<file path="config.mk">
export PLATFORM = sky130hd
export DESIGN_NAME = writeback_unit
export DESIGN_NICKNAME = d
export VERILOG_FILES = /design/src/rtl/writeback_unit.sv
export SDC_FILE = /design/constraint.sdc
export NUM_CORES = 1
export LEC_CHECK = 0
export CAP_MARGIN = 20
export CORE_MARGIN = 2
export CORE_UTILIZATION = 45
export CTS_CLUSTER_DIAMETER = 40
export DETAILED_ROUTE_END_ITERATION = 8
export PLACE_DENSITY = 0.75
export SYNTH_ARGS = -nofsm -noshare
export SYNTH_HDL_FRONTEND = slang
export SYNTH_SLANG_ARGS = --single-unit
</file>
<file path="constraint.sdc">
create_clock -name clk -period 4.5 [get_ports clk]
set_input_delay 0.45 -clock clk [delete_from_list [all_inputs] [get_ports clk]]
set_output_delay 0.45 -clock clk [all_outputs]
set_load 0.005 [all_outputs]
</file>
<file path="src/rtl/writeback_unit.sv">
// Writeback stage: 2-entry result FIFO draining into a registered write port, one cycle from accept
// to write when empty; Hold stalls the drain and In_ready drops only while full and held.
module writeback_unit #(
  parameter int XLEN = 32,
  parameter int CNTW = 16
) (
  input  logic            clk,
  input  logic            rst_n,
  input  logic            In_valid,
  output logic            In_ready,
  input  logic            In_RegWrite,
  input  logic            In_MemtoReg,
  input  logic [4:0]      In_Rd,
  input  logic [XLEN-1:0] In_ALU_result,
  input  logic [XLEN-1:0] In_Load_data,
  input  logic            Hold,
  output logic            RegWrite,
  output logic [4:0]      Rd,
  output logic [XLEN-1:0] Write_data,
  input  logic [4:0]      Rs1,
  input  logic [4:0]      Rs2,
  output logic            Fwd_hit1,
  output logic            Fwd_hit2,
  output logic [XLEN-1:0] Fwd_data1,
  output logic [XLEN-1:0] Fwd_data2,
  output logic [CNTW-1:0] Wb_count
);

  logic [1:0]      count;
  logic            rd_ptr;
  logic            wr_ptr;
  logic            q_rw   [2];
  logic [4:0]      q_rd   [2];
  logic [XLEN-1:0] q_data [2];

  logic            push;
  logic            pop;
  logic            head_wr;
  logic            tail_idx;

  assign In_ready = rst_n && ((count != 2'd2) || !Hold);
  assign push     = In_valid && In_ready;
  assign pop      = (count != 2'd0) && !Hold;
  assign head_wr  = q_rw[rd_ptr] && (q_rd[rd_ptr] != 5'd0);
  assign tail_idx = ~wr_ptr;

  // Storage carries no reset; occupancy is tracked solely by count and the pointers.
  always_ff @(posedge clk) begin
    if (push) begin
      q_rw[wr_ptr]   <= In_RegWrite;
      q_rd[wr_ptr]   <= In_Rd;
      q_data[wr_ptr] <= In_MemtoReg ? In_Load_data : In_ALU_result;
    end
  end

  always_ff @(posedge clk) begin
    if (!rst_n) begin
      count      <= 2'd0;
      rd_ptr     <= 1'b0;
      wr_ptr     <= 1'b0;
      RegWrite   <= 1'b0;
      Rd         <= 5'd0;
      Write_data <= '0;
      Wb_count   <= '0;
    end else begin
      if (push) wr_ptr <= ~wr_ptr;
      if (pop)  rd_ptr <= ~rd_ptr;
      case ({push, pop})
        2'b10:   count <= count + 2'd1;
        2'b01:   count <= count - 2'd1;
        default: count <= count;
      endcase
      if (pop) begin
        RegWrite   <= head_wr;
        Rd         <= q_rd[rd_ptr];
        Write_data <= q_data[rd_ptr];
        if (head_wr) Wb_count <= Wb_count + 1'b1;
      end else begin
        RegWrite   <= 1'b0;
        Rd         <= 5'd0;
        Write_data <= '0;
      end
    end
  end

  // Youngest-first search: tail, head, then the write-port register.
  function automatic logic [XLEN:0] lookup(input logic [4:0] rs);
    logic [XLEN:0] res;
    res = '0;
    if (rs != 5'd0 && rst_n) begin
      if (count != 2'd0 && q_rw[tail_idx] && q_rd[tail_idx] == rs)
        res = {1'b1, q_data[tail_idx]};
      else if (count != 2'd0 && q_rw[rd_ptr] && q_rd[rd_ptr] == rs)
        res = {1'b1, q_data[rd_ptr]};
      else if (RegWrite && Rd == rs)
        res = {1'b1, Write_data};
    end
    return res;
  endfunction

  always_comb begin
    {Fwd_hit1, Fwd_data1} = lookup(Rs1);
    {Fwd_hit2, Fwd_data2} = lookup(Rs2);
  end

endmodule

</file>
==> flow_summary.json <==
{
  "period_share_pct": 91.0,
  "drt-total-wl_um": 26200,
  "hpwl_um": 16900,
  "viasPerCell": 6.39,
  "grt_pass1_wl_um": 40200,
  "yosysWarnings": 0,
  "fin_skew_ps": 7.56,
  "drive_above_1_share_pct": 17.8,
  "start_util_pct": 45.9,
  "p_leak_uw": 0.00344,
  "hold_viol_final": 0,
  "synthArstFlopShare_pct": 0,
  "arrival_ps": 3640,
  "ctsHoldBuffers": 0,
  "endpoint_kind": "output pin",
  "cts_resized": 0,
  "track_usage_pct": 28.0,
  "synth.largest_area_cell": "edfxtp_1",
  "fin_ws_ps": 407,
  "clock-sinks": 135,
  "ios": 206,
  "synth_area_leaders": "edfxtp_1, dfxtp_1, mux2_2",
  "cp_max_fo": 37,
  "slew_viol_final": 0,
  "synth_flop_cell": "edfxtp_1",
  "wire_per_inst_um": 22.3,
  "critPathLaunchType": "flop",
  "clockPowerShare_pct": 35.2,
  "postCtsSetupBuffers": 0,
  "min_period_ps": 4090,
  "relSlewSlack_pct": 31.7,
  "antenna_cells": 0,
  "worst-setup-path-type": "flop to output pin",
  "drtIter0Drc": 929,
  "gr-total-overflow": 0,
  "htree_levels": 4,
  "placed_area_um2": 10200,
  "dpl_worst_slack_ps": 841,
  "outcome": "finished, final reports clean",
  "syn_avg_cell_area_um2": 10.3,
  "final_cell_mix": "clkdlybuf4s50_1, mux2_2, edfxtp_1",
  "nets": 1021,
  "synth_cells": 770,
  "cellInternalPower_uw": 2700,
  "combPwrFrac_pct": 26.9,
  "pwr-share-seq_pct": 37.9,
  "hold_class": "flop to flop",
  "routabilityCongestion": 0.868,
  "rsz0062_at_grt": "false",
  "yosysTopAreaCellShare_pct": 28.7,
  "detail-route-antenna-nets": 0,
  "io_buffers": 205,
  "required_ps": 4050,
  "grt_pass1_vias": 7275,
  "area_growth_pct": 35.3,
  "clkSlewWorstSetupHoldPaths_ps": 50,
  "synth_edf_count": 76,
  "maxCapViolCount": 0,
  "worst_pin_slew_ps": 1020,
  "die_x_um": 137,
  "swShare_pct": 31.4,
  "ys_ff_latch": 135,
  "synth.distinct_cells": 41,
  "antenna_found_initial": 0,
  "fp.dieH_um": 137,
  "finalSetupTns_ps": 0,
  "power_density_nw_per_um2": 367,
  "grt_max_degree": 38,
  "syn_area_um2": 7940,
  "vias": 7486,
  "syn-num-nets": 857,
  "p_switching_uw": 1240,
  "clockBufferDepth": 2,
  "max_freq_ghz": 0.244,
  "numCtsBuffers": 17,
  "ys_seq_area_share_pct": 43.6,
  "cts_tree": "done",
  "utilization_pct": 62.1,
  "rows": 48,
  "drc": 0,
  "setup_viol": 0,
  "insertion_delay_ps": 420,
  "layout_commonest_cell": "clkdlybuf4s50_1",
  "die_area_um2": 18700,
  "core-area_um2": 17300,
  "first_pass_iters": 8,
  "cts_root_buffer": "clkbuf_16",
  "design_area_um2": 10700,
  "irDropWorstVdd_v": 0.000297
}
[area by class of cell]
type	instances	area [um^2]
multi-input cells	546	4170
fillers	1427	6550
flip-flops and latches	135	3470
clock inverters	14	159
repair buffers	229	2230
inverters	5	18.8
well taps	225	282
clock buffers	18	429
[routing by layer]
metal / track usage (%) / wire length [um]
met1: 37.1 / 10500
met2: 44.3 / 12100
met3: 7.26 / 3000
met4: 10.3 / 643
met5: 0 / 0
[metrics by stage]
step           instances  total power [uW]  hold slack [ps]
2_1_floorplan        770              2140              459
3_3_place_gp        1140              2530              455
3_5_place_dp        1140              2550              459
4_1_cts             1172              3930              471
5_1_grt             1172              4090              498
6_report            1172              3940              470
[worst max-delay path, stage by stage (launching register included)]
cell	delay, ps
dfxtp_2	490
mux2i_1	500
xnor2_1	210
or4_4	770
or3_1	440
a31oi_1	240
clkdlybuf4s50_1	550
[power groups by stage]
| stage | registers [uW] | logic [uW] | clock network (uW) |
|---|---|---|---|
| 2_1_floorplan | 1480 | 657 | 0 |
| 3_3_place_gp | 1510 | 1020 | 0 |
| 3_5_place_dp | 1520 | 1030 | 0 |
| 4_1_cts | 1490 | 1040 | 1400 |
| 5_1_grt | 1500 | 1130 | 1460 |
| 6_report | 1490 | 1060 | 1390 |
[state kept, by name, summed over array words and instances, names as in the netlist, named ones only]
name        cells
Wb_count       16
q_data         64
count           2
Write_data     32
rd_ptr          1
q_rd           10
RegWrite        1
wr_ptr          1
Rd              5
q_rw            2
[cell usage after synthesis, types with 7 or more instances]
library cell,instances
mux2_2,94
edfxtp_1,76
o211ai_1,69
clkbuf_1,66
a31oi_1,65
o31ai_1,65
dfxtp_1,59
nand3_1,58
and3_1,34
nor2_1,30
xor2_1,28
xnor2_1,14
mux2i_1,13
buf_1,12
or3_1,12
a21oi_1,8
nand2_1,7
[kinds of logic (layout without fill, tap and decap cells)]
| kind of cell | count (synthesis) | count (layout) | share of synthesized area (%) |
|---|---|---|---|
| AOI/OAI and AO/OA | 225 | 225 | 19.8 |
| xor gates and xnor gates | 42 | 42 | 4.63 |
| DFF | 135 | 135 | 43.6 |
| muxes | 110 | 110 | 15.7 |
| and+or+nand+nor | 167 | 167 | 11.4 |
| adders and majority gates | 2 | 2 | 0.315 |
| buffers and inverters | 89 | 266 | 4.54 |
[worst paths after layout]
check                                endpoint  cells past startpoint         start  slack (ps)
worst max-delay path            Fwd_data1[27]                      6          flop         410
worst min-delay path             Wb_count[15]                      2  Wb_count[15]         470
worst max register to register  q_data[1][17]                      4        wr_ptr        1920
worst min register to register   Wb_count[15]                      2  Wb_count[15]         470
Power figures use the tool's default switching activity.
==> edit, RTL diff (same settings) <==
Reset style: asynchronous (`rst_n`), changed in one clocked block.
--- a/src/rtl/writeback_unit.sv
+++ b/src/rtl/writeback_unit.sv
@@ -53,7 +53,7 @@
     end
   end
 
-  always_ff @(posedge clk) begin
+  always_ff @(posedge clk or negedge rst_n) begin
     if (!rst_n) begin
       count      <= 2'd0;
       rd_ptr     <= 1'b0;
Formal check against the unedited RTL: differs if rst_n is asserted again (counterexample within 4 cycles, from zero or initial values and one cycle with rst_n low); with rst_n held inactive, the same outputs for 4 cycles.
==> edit against the unedited design <==
- total power up 32%
- sequential cell count down 1
- synthesized area up 0.99%
- fmax down 2.1%
- clock skew down 0.53 ps
- setup slack worse by 86 ps
- routed wire length up 1.1%
- synthesized cell count down 4.7%
- final area up 0.66%
==> edit: results (changes against the unedited design) <==
{| class="wikitable"
! Metric !! Value
|-
| Outcome || completed (unchanged)
|-
| Tot GR Track Use || 28.25% (was 28.04%)
|-
| Number of instances in the synthesized netlist || 734 (was 770)
|-
| Final-layout non-clock buffer area share || 20.35% (was 20.72%)
|-
| ClkCell Share || 5.620% (was 5.471%)
|-
| Met2 GRT Util || 45.52% (was 44.33%)
|-
| Clock sink total || 134 (was 135)
|-
| Violation count after the first detailed-routing iteration || 890 (was 929)
|-
| Wire length of the first global-routing pass || 40210 um (was 40240 um)
|-
| Startpoint of the lowest-slack register-to-register path || wr_ptr$_DFFE_PN0P_ (was wr_ptr$_SDFFE_PN0P_)
|-
| Unique cell type count in the Yosys netlist || 39 (was 41)
|-
| Count of plain and timing-repair buffers in the layout || 226 (was 229)
|-
| Routed wirelength normalized by instance count || 23.28 um (was 22.32 um)
|-
| Area taken by multi-input logic gates || 3984 sq um (was 4167 sq um)
|-
| Largest fanout on the critical path || 45 (was 37)
|-
| Filler Cells Inserted || 1377 (was 1427)
|-
| Met1 track utilization from global routing || 36.48% (was 37.10%)
|-
| Number of global-route vias before repair || 7232 (was 7275)
|-
| Maximum number of pins on one net before global-route repair || 46 (was 38)
|-
| Routed metal-1 wire length || 10490 um (was 10450 um)
|-
| Commonest cells in the synthesized netlist || sky130_fd_sc_hd__mux2_2, sky130_fd_sc_hd__edfxtp_1 (was sky130_fd_sc_hd__mux2_2, sky130_fd_sc_hd__edfxtp_1, sky130_fd_sc_hd__o211ai_1, sky130_fd_sc_hd__clkbuf_1)
|-
| Hold slack || 456.3 ps (was 469.7 ps)
|-
| Synth Area in Adders || 0.3120% (was 0.3151%)
|-
| Number of vias after detailed routing || 7213 (was 7486)
|-
| Worst-case clock skew || 7.032 ps (was 7.557 ps)
|-
| Xor/xnor share of the synthesized area || 5.460% (was 4.632%)
|-
| Count of multi-input gates || 517 (was 546)
|-
| Max-Slew Margin vs Limit || 28.34% (was 31.74%)
|-
| Number of signal-net inverters in the final layout || 2 (was 5)
|-
| Share of flip-flops with an asynchronous set or reset after synthesis || 43.28% (was 0%)
|-
| Share of the yosys chip area belonging to registers || 46.55% (was 43.61%)
|-
| Synth Area in Compound Gates || 18.11% (was 19.82%)
|-
| Peak supply drop || 0.3310 mV (was 0.2974 mV)
|}
==> edit: worst max path at each step <==
stage / from / to / slack, ps / cells past startpoint
final: rd_ptr$_DFFE_PN0P_ / Fwd_data2[25] / 320 / 7
after global routing: rd_ptr$_DFFE_PN0P_ / Fwd_data1[28] / 180 / 7
after CTS: rd_ptr$_DFFE_PN0P_ / Fwd_data2[4] / 350 / 7
after detailed placement: Rs1[0] / Fwd_data1[0] / 680 / 7
after global placement: Rs1[1] / Fwd_data1[0] / 710 / 7
after floorplan: wr_ptr$_DFFE_PN0P_ / q_data[0][0]$_DFFE_PP_ / 1470 / 4
==> edit: what timing repair did <==
action | in CTS | in global routing
hold buffers | 1 | 0
hold endpoints to repair | 17 | 0
setup endpoints to repair | 0 | 0
==> edit: through the flow <==
step	setup WS (ps)	area [sq um]	power, mW
after global placement	708.8	10200	3.745
after detailed placement	678.8	10200	3.770
after floorplan	1473	8020	2.921
after CTS	354.6	10810	5.173
after global routing	178.8	10820	5.403
final	320.7	10820	5.189
